<file path="config.mk">
export PLATFORM = sky130hd
export DESIGN_NAME = prng_lfsr
export DESIGN_NICKNAME = d
export VERILOG_FILES = /design/src/rtl/prng_pkg.sv /design/src/rtl/lfsr_step.sv /design/src/rtl/prng_lfsr.sv
export SDC_FILE = /design/constraint.sdc
export NUM_CORES = 1
export LEC_CHECK = 0
export BUFFER_PORTS_ARGS = -buffer_cell sky130_fd_sc_hd__buf_2
export CAP_MARGIN = 5
export CORE_AREA = 5 5 67 69
export CTS_BUF_LIST = sky130_fd_sc_hd__clkbuf_16
export CTS_CLUSTER_DIAMETER = 60
export DETAILED_ROUTE_END_ITERATION = 12
export DIE_AREA = 0 0 72 74
export GPL_TIMING_DRIVEN = 0
export HOLD_SLACK_MARGIN = 0.12
export PLACE_DENSITY = 0.75
export SETUP_SLACK_MARGIN = 0.1
export SLEW_MARGIN = 25
export SYNTH_ARGS = -nofsm -noshare
export SYNTH_HDL_FRONTEND = slang
export SYNTH_HIERARCHICAL = 1
export SYNTH_SLANG_ARGS = --single-unit
</file>
<file path="constraint.sdc">
create_clock -name clk -period 2.1 [get_ports clk]
set_input_delay 0.42 -clock clk [delete_from_list [all_inputs] [get_ports clk]]
set_output_delay 0.42 -clock clk [all_outputs]
set_load 0.03 [all_outputs]
</file>
<file path="src/rtl/prng_pkg.sv">
// -----------------------------------------------------------------------------
// prng_pkg
// Shared definitions for the LFSR-based random number blocks.
//   fsm_t      : request FSM states (IDLE / SEARCH / DONE)
//   TAP_TABLE  : XNOR-Fibonacci tap masks for register widths 4..16.
//                Bit n of a mask set means register bit n feeds the feedback.
//                Every entry gives a maximal-length sequence (2^W - 1 states),
//                with the all-ones state as the single lock-up value.
//   all_ones() : all-ones pattern for a given width, i.e. the forbidden state
// -----------------------------------------------------------------------------
package prng_pkg;

   typedef enum logic [1:0] {
      IDLE   = 2'd0,
      SEARCH = 2'd1,
      DONE   = 2'd2
   } fsm_t;

   localparam int MIN_WIDTH = 4;
   localparam int MAX_WIDTH = 16;

   localparam logic [15:0] TAP_TABLE [MIN_WIDTH:MAX_WIDTH] = '{
      16'h000C,   //  4: bits 3,2
      16'h0014,   //  5: bits 4,2
      16'h0030,   //  6: bits 5,4
      16'h0060,   //  7: bits 6,5
      16'h00B8,   //  8: bits 7,5,4,3
      16'h0110,   //  9: bits 8,4
      16'h0240,   // 10: bits 9,6
      16'h0500,   // 11: bits 10,8
      16'h0829,   // 12: bits 11,5,3,0
      16'h100D,   // 13: bits 12,3,2,0
      16'h2015,   // 14: bits 13,4,2,0
      16'h6000,   // 15: bits 14,13
      16'hD008    // 16: bits 15,14,12,3
   };

   function automatic logic [15:0] all_ones(input int width);
      logic [15:0] v;
      v = '0;
      for (int i = 0; i < 16; i++) begin
         if (i < width) begin
            v[i] = 1'b1;
         end
      end
      return v;
   endfunction

endpackage

</file>
<file path="src/rtl/lfsr_step.sv">
// -----------------------------------------------------------------------------
// lfsr_step
// One combinational step of a Fibonacci XNOR LFSR. The register shifts left
// and the XNOR of the tapped bits enters at bit 0.
//   WIDTH : register width (4..16), selects the taps from TAP_TABLE
//   state : current register value
//   next  : register value after one step
// -----------------------------------------------------------------------------
import prng_pkg::*;

module lfsr_step #(
   parameter int WIDTH = 10
) (
   input  logic [WIDTH-1:0] state,
   output logic [WIDTH-1:0] next
);

   localparam logic [15:0] MASK = TAP_TABLE[WIDTH];

   logic [WIDTH-1:0] tapped;

   genvar gi;
   generate
      for (gi = 0; gi < WIDTH; gi++) begin : g_tap
         assign tapped[gi] = MASK[gi] ? state[gi] : 1'b0;
      end
   endgenerate

   // Every mask has an even tap count, so the reduction XNOR equals the
   // chained XNOR of the taps and maps all-ones onto itself (the lock-up).
   assign next = {state[WIDTH-2:0], ~^tapped};

endmodule

</file>
<file path="src/rtl/prng_lfsr.sv">
// -----------------------------------------------------------------------------
// prng_lfsr
// Free-running / on-demand LFSR random source with a bounded-value request
// port. A request searches the LFSR sequence, stepping once per cycle, until
// the register holds a value below the latched limit, then delivers it.
//   clk    : clock, all state on rising edge
//   reset  : asynchronous active-high reset
//   en     : step the LFSR once per cycle while high
//   load   : load seed (all-ones seed is replaced by zero, lockup pulses)
//   seed   : value to load
//   req    : request one bounded value (accepted only in IDLE)
//   limit  : exclusive bound, latched on acceptance; 0 = full range
//   state  : current LFSR register
//   rnd    : last delivered value, held until the next delivery
//   valid  : one-cycle pulse with each new rnd
//   busy   : request in progress (SEARCH or DONE)
//   lockup : one-cycle pulse after an all-ones seed was corrected
// -----------------------------------------------------------------------------
import prng_pkg::*;

module prng_lfsr #(
   parameter int WIDTH = 10
) (
   input  logic             clk,
   input  logic             reset,
   input  logic             en,
   input  logic             load,
   input  logic [WIDTH-1:0] seed,
   input  logic             req,
   input  logic [WIDTH-1:0] limit,
   output logic [WIDTH-1:0] state,
   output logic [WIDTH-1:0] rnd,
   output logic             valid,
   output logic             busy,
   output logic             lockup
);

   generate
      if (WIDTH < MIN_WIDTH || WIDTH > MAX_WIDTH) begin : g_bad_width
         $error("prng_lfsr: WIDTH must be in 4..16");
      end
   endgenerate

   localparam logic [WIDTH-1:0] ONES = WIDTH'(all_ones(WIDTH));

   fsm_t             fsm_reg, fsm_next;
   logic [WIDTH-1:0] lfsr_reg, lfsr_next;
   logic [WIDTH-1:0] rnd_reg;
   logic [WIDTH-1:0] limit_reg;
   logic             lockup_reg;
   logic [WIDTH-1:0] step_value;
   logic             hit;
   logic             do_step;
   logic             seed_bad;

   lfsr_step #(
      .WIDTH (WIDTH)
   ) u_step (
      .state (lfsr_reg),
      .next  (step_value)
   );

   assign hit      = (limit_reg == '0) || (lfsr_reg < limit_reg);
   assign seed_bad = (seed == ONES);
   // en and an unsatisfied search share one step; a hit holds the value
   // so the delivered rnd matches state in the DONE cycle.
   assign do_step  = en || ((fsm_reg == SEARCH) && !hit);

   // FSM state register
   always_ff @(posedge clk or posedge reset) begin
      if (reset) begin
         fsm_reg <= IDLE;
      end else begin
         fsm_reg <= fsm_next;
      end
   end

   // FSM next state
   always_comb begin
      fsm_next = fsm_reg;
      case (fsm_reg)
         IDLE:    if (req) fsm_next = SEARCH;
         SEARCH: begin
            if (load)     fsm_next = IDLE;   // load aborts the request
            else if (hit) fsm_next = DONE;
         end
         DONE:    fsm_next = IDLE;
         default: fsm_next = IDLE;
      endcase
   end

   // FSM outputs
   always_comb begin
      valid = (fsm_reg == DONE);
      busy  = (fsm_reg != IDLE);
   end

   // LFSR register update: load wins over stepping
   always_comb begin
      lfsr_next = lfsr_reg;
      if (load) begin
         lfsr_next = seed_bad ? '0 : seed;
      end else if (do_step) begin
         lfsr_next = step_value;
      end
   end

   always_ff @(posedge clk or posedge reset) begin
      if (reset) begin
         lfsr_reg   <= '0;
         rnd_reg    <= '0;
         limit_reg  <= '0;
         lockup_reg <= 1'b0;
      end else begin
         lfsr_reg   <= lfsr_next;
         lockup_reg <= load && seed_bad;
         if (fsm_reg == IDLE && req) begin
            limit_reg <= limit;
         end
         if (fsm_reg == SEARCH && !load && hit) begin
            rnd_reg <= lfsr_reg;
         end
      end
   end

   assign state  = lfsr_reg;
   assign rnd    = rnd_reg;
   assign lockup = lockup_reg;

endmodule
</file>
# --- After elaboration in Yosys (flattened, before gate mapping) ---
# Index checks and enable logic that the tools add are counted.
word_totals:
  reg_bits: 33
  latch_bits: 0
  mem_bits_rw: 0
  romBits: 0
  in_bits: 25
  word_cells: 33
  memories: 0
classes:
  addsub: 0
  multipliers: 0
  n_div: 0
  magnitude_cmp: 1
  eq_ne: 5
  shift: 0
  mux: 7
  bitwise_logic: 0
  n_reduce_logical: 15
ops:
  columns: ["cell", "n"]
  rows:
  - ["$mux W10", 3]
  - ["$eq A10 B10 Y1 const B", 1]
  - ["$logic_not A10 Y1", 1]
  - ["$lt A10 B10 Y1", 1]
  - ["$reduce_xnor A10 Y1", 1]
  - ["$mux W2", 3]
  - ["$logic_and A1 B1 Y1", 5]
  - ["$pmux W2 S2", 1]
  - ["$reduce_bool A2 Y1", 2]
  - ["$ne A3 B3 Y1 const B", 1]
  - ["$eq A2 B1 Y1 const B", 1]
  - ["$eq A2 B2 Y1 const B", 1]
  - ["$logic_not A1 Y1", 2]
  - ["$logic_not A2 Y1", 1]
  - ["$logic_or A1 B1 Y1", 2]
  - ["$ne A2 B2 Y1 const B", 1]
  - ["$reduce_and A2 Y1", 1]

# --- Longest topological paths before layout ---
logic_depth:
  depth_word: 7
  ltp_mapped: 9
  mapped_depth_nobuf: 8

# --- By module ---
# The synthesis kept the hierarchy.
by_module_without_submodules:
  columns: ["mod", "n_inst", "cells_per_inst", "area_each_um2", "seq_area_each_um2"]
  rows:
  - ["prng_lfsr", 1, 146, 1670.4, 825.8]
  - ["lfsr_step", 1, 10, 76.3, 0.0]

# --- Worst setup path before layout ---
# Ideal clock, no wire load.
synth_timing:
  path_kind: "flip-flop to flip-flop"
  start: "reg lfsr_reg[3] (netlist: state[3])"
  end: "reg lfsr_reg[0] (netlist: state[0])"
  setup_ps: 125
  arrival_ps: 2134
  path_slack_ps: -159
  stages_incl_launch_ff: 9
  n_path_buf: 1
  synth_period_minus_slack_ps: 2259
  cell_sequence: "dfrtp_1 -> ha_1 -> a211oi_1 -> nor2_1 -> a2bb2oi_1 -> o21ai_1 -> a311o_1 -> buf_6 -> mux2_4"
synth_via:
  elab_chain_cells: 6
synth_lines:
  columns: ["item", "line_no", "rtl"]
  rows:
  - ["from (decl)", "prng_lfsr.sv:47", "logic [WIDTH-1:0] lfsr_reg, lfsr_next;"]
  - ["from (signal assigned)", "prng_lfsr.sv:115", "lfsr_reg <= lfsr_next;"]
  - ["$lt A10 B10 Y1", "prng_lfsr.sv:63", "assign hit = (limit_reg == '0) || (lfsr_reg < limit_reg);"]
  - ["$logic_or A1 B1 Y1", "prng_lfsr.sv:63", null]
  - ["$logic_not A1 Y1", "prng_lfsr.sv:67", "assign do_step = en || ((fsm_reg == SEARCH) && !hit);"]
  - ["$logic_and A1 B1 Y1", "prng_lfsr.sv:67", null]
  - ["$logic_or A1 B1 Y1", "prng_lfsr.sv:67", null]
  - ["$reduce_bool A2 Y1 (no source line)", null, null]
# Every way passes these cells.
# A chain may end at the register's enable or synchronous reset.

# --- Worst setup path in the final report ---
layout_timing:
  start: "reg lfsr_reg[4] (netlist: state[4])"
  end: "reg lfsr_reg[0] (netlist: state[0])"
# The elaborated chain is that of the path after synthesis.

==> summary.md <==
| Metric | Value |
|---|---|
| Result of the run | `finished, final reports clean` |
| Number of filler cells placed in the layout | `314` |
| Met1 track demand over resource | `22.31%` |
| M2 GR Usage | `25.51%` |
| Fraction of final layout cells sized beyond drive strength 1 | `59.55%` |
| Final routed DRC violation total | `0` |
| Die ar. | `5328 µm²` |
| Top Ports | `48` |
| Total standard cell area after synthesis | `1747 µm²` |
| Cell Pwr Density | `1688 nW/µm²` |
| Core Region | `3856 µm²` |
| CP max stage cell | `sky130_fd_sc_hd__dfrtp_2` |
| Sequential element share of the synthesized area | `47.28%` |
| Worst slew margin relative to its limit | `53.29%` |
| Largest buffer count on any clock path | `2` |
| Hold Crit Class | `in2async` |
| Global-route wire length before repair | `6824 µm` |
| FF-to-FF setup slack | `70 ps` |
| GPL Wtd Cong | `0.8349` |
| Crit path max-delay family | `compound AO/OA/AOI/OAI gates` |
| Number of buffers created by CTS | `5` |
| Count of TritonRoute iterations in the first routing pass | `4` |
| Syn_area_per_cell | `11.20 µm²` |
| Number of global-route vias before repair | `1432` |
| Post-route minimum period | `2029 ps` |
| Synthesis warning total | `6` |
| Count of antenna-violating nets left after detailed routing | `0` |
| Library cells used by synthesis | `29` |
| Number of buffers and inverters on the critical path | `1` |
| Post-CTS Hold Fix Bufs | `0` |
| H-tree depth | `2` |
| Static leakage power | `0.001193 µW` |
| Routed len/inst | `15.14 µm` |
| Routed via count divided by cell count | `4.922` |
| Remaining global-route overflow | `0` |
| Transition at the pin with the smallest max-transition slack | `700.7 ps` |
| Clock insertion delay at the later pin of the skew report | `280 ps` |
| Worst reg2reg startpoint | `state[4]` |
| Yosys reg bits | `33` |
| Fraction of the cycle the final worst path needs | `96.63%` |
| Highest-utilization routing layer at the global route stage | `met2` |
| Overall fraction of global-route tracks in use | `16.72%` |
| Final-report max-slew violation count | `0` |
| Instance count of the mapped netlist | `156` |
| Worst EP arrival | `2190 ps` |
| Worst Setup Start Kind | `flop` |
| Half-perimeter wire length after detailed placement | `2989 µm` |
| Total wire length | `4088 µm` |
| Clock-pin slew of the registers on the worst-case setup and hold paths | `50 ps` |
| Critical-path maximum fanout | `10` |
| Die outline height | `74 µm` |
| Element type at the critical path end | `flop` |
| Start-to-end type of the worst setup path | `reg2reg` |
| Hold violation count in the final report | `0` |
| Post-Layout Inst Area | `2467 µm²` |
| Dpl ws | `-83.07 ps` |
| FP Rows | `23` |
| Worst setup margin | `70.73 ps` |
| Worst-path cell chain | `ha_4 -> a41oi_2 -> a2bb2oi_2 -> o21ai_2 -> a311o_1 -> buf_6 -> mux2_4` |
| Placement Cell Area | `2170 µm²` |
| Maximum number of pins on one net before global-route repair | `34` |
| Net total in the final layout | `254` |
| Maximum vdd ir drop | `895.0 µV` |
| Maximum cell stage delay along the critical path | `430 ps` |
| Detailed-route via count | `1329` |
| Antenna violations before repair | `0` |
| Port Buffer Count | `47` |
| GRT met3 Usage | `5.135%` |
| Number of DRC markers in iteration 0 | `43` |
| Effective utilization at floorplan | `45.30%` |
| Post-layout util | `63.98%` |
| Clock Skew | `3.917 ps` |
| Setup-violating endpoint count in the final report | `0` |
| Achievable clock frequency | `0.4928 GHz` |
| Cell depth of the worst flop-to-flop path | `7` |
| TritonCTS Sinks | `33` |
| Critical register-to-register path endpoint | `state[0]` |
| RSZ-0062 raised after global routing | `true` |
| Area growth, synth to finish | `41.26%` |
| Number of max-capacitance violations reported | `0` |
| Clock root buffer | `sky130_fd_sc_hd__clkbuf_16` |
| DIE WIDTH | `72 µm` |
| Final hold slack | `247.9 ps` |
| Syn_nets | `190` |
| Clock tree from TritonCTS | `yes` |
| CP Data Required Time | `2260 ps` |
| Number of diodes added for antenna fixing | `0` |
[routing by layer]
metal  vias to the layer above  wire [µm]  part of all wire, %
li1                        657          -                    -
met1                       625       1872                   46
met2                        40       1865                   46
met3                         7        276                  6.8
met4                         0         74                  1.8
met5                         -          0                    0
[worst max-delay path by stage]
stage                           to  depth (start not counted)         start
after floorplan           state[0]                          8      state[3]
after global placement      rnd[3]                          9  limit_reg[3]
after detailed placement    rnd[2]                          8  limit_reg[1]
after CTS                 state[0]                          7      state[4]
after global routing        rnd[6]                          9  limit_reg[1]
final                     state[0]                          7      state[4]
[what timing repair did]
action / CTS / global route
resized for setup: 12 / 10
endpoints found under the hold margin: 0 / 0
cloned: 1 / 0
pin swaps: 2 / 0
setup buffers: 7 / 2
setup endpoints to repair: 19 / 24
[cell type report]
| type | instances | area [µm²] | area share (%) |
|---|---|---|---|
| buffer | 14 | 101.3 | 4.107 |
| clock buffer | 5 | 125.1 | 5.071 |
| clock inverter | 2 | 35.03 | 1.420 |
| inverter | 11 | 41.29 | 1.673 |
| multi-input combinational | 98 | 949.7 | 38.49 |
| sequential | 33 | 838.3 | 33.98 |
| tap | 50 | 62.56 | 2.535 |
| timing repair buffer | 57 | 314.1 | 12.73 |
[report_power, final]
| group | internal, µW | switching [µW] |
|---|---|---|
| Clock | 549 | 251 |
| Combinational | 1080 | 1120 |
| Sequential | 934 | 231 |
[through the flow]
| step | TNS [ps] | power (µW) | cells |
|---|---|---|---|
| detailed placement | -692.6 | 3059 | 253 |
| finish | 0 | 4166 | 270 |
| global placement | -421.4 | 2980 | 253 |
| floorplan | 0 | 2568 | 156 |
| CTS | 0 | 4064 | 268 |
| global route | -147.9 | 4439 | 270 |
[synth_stat cells, drive strengths merged]
cell type / n / share of area (%)
o21ai: 10 / 2.9
a21oi: 2 / 0.57
or2: 1 / 0.36
nor2b: 2 / 0.72
a311o: 1 / 0.57
nand3: 1 / 0.29
a41oi: 1 / 0.50
ha: 9 / 6.4
a211oi: 3 / 1.3
nand2: 11 / 2.4
a2bb2oi: 1 / 0.50
nor4: 2 / 0.72
dfrtp: 33 / 47
xnor2: 1 / 0.50
buf: 12 / 5.0
mux2i: 10 / 5.7
nor2: 14 / 3.0
nand4: 4 / 1.4
o22ai: 1 / 0.36
mux2: 21 / 16
inv: 11 / 2.4
nor3: 1 / 0.29
nand2b: 2 / 0.72
clkbuf: 2 / 0.43
[cells in the final DEF (no fill, tap or decap), drive strengths merged, types with 2 or more instances in the layout]
cell    netlist  routed
a21oi         2       2
o21ai        10      10
mux2         21      21
clkbuf        2       7
nand2        11      11
inv          11      11
nor2         14      14
mux2i        10      10
dfrtp        33      33
nand4         4       4
a211oi        3       3
nor4          2       2
buf          12      69
ha            9       9
nor2b         2       2
nand2b        2       2
[cell families after synthesis]
family	share of synthesized area, %
buffers and inverters	7.807
multiplexers	21.42
flip-flops	47.28
AO/OA/AOI/OAI	6.662
XOR/XNOR	0.5015
adder cells (fa/ha/maj)	6.447
AND/OR/NAND/NOR	9.884
(Power assumes the default switching activity.)
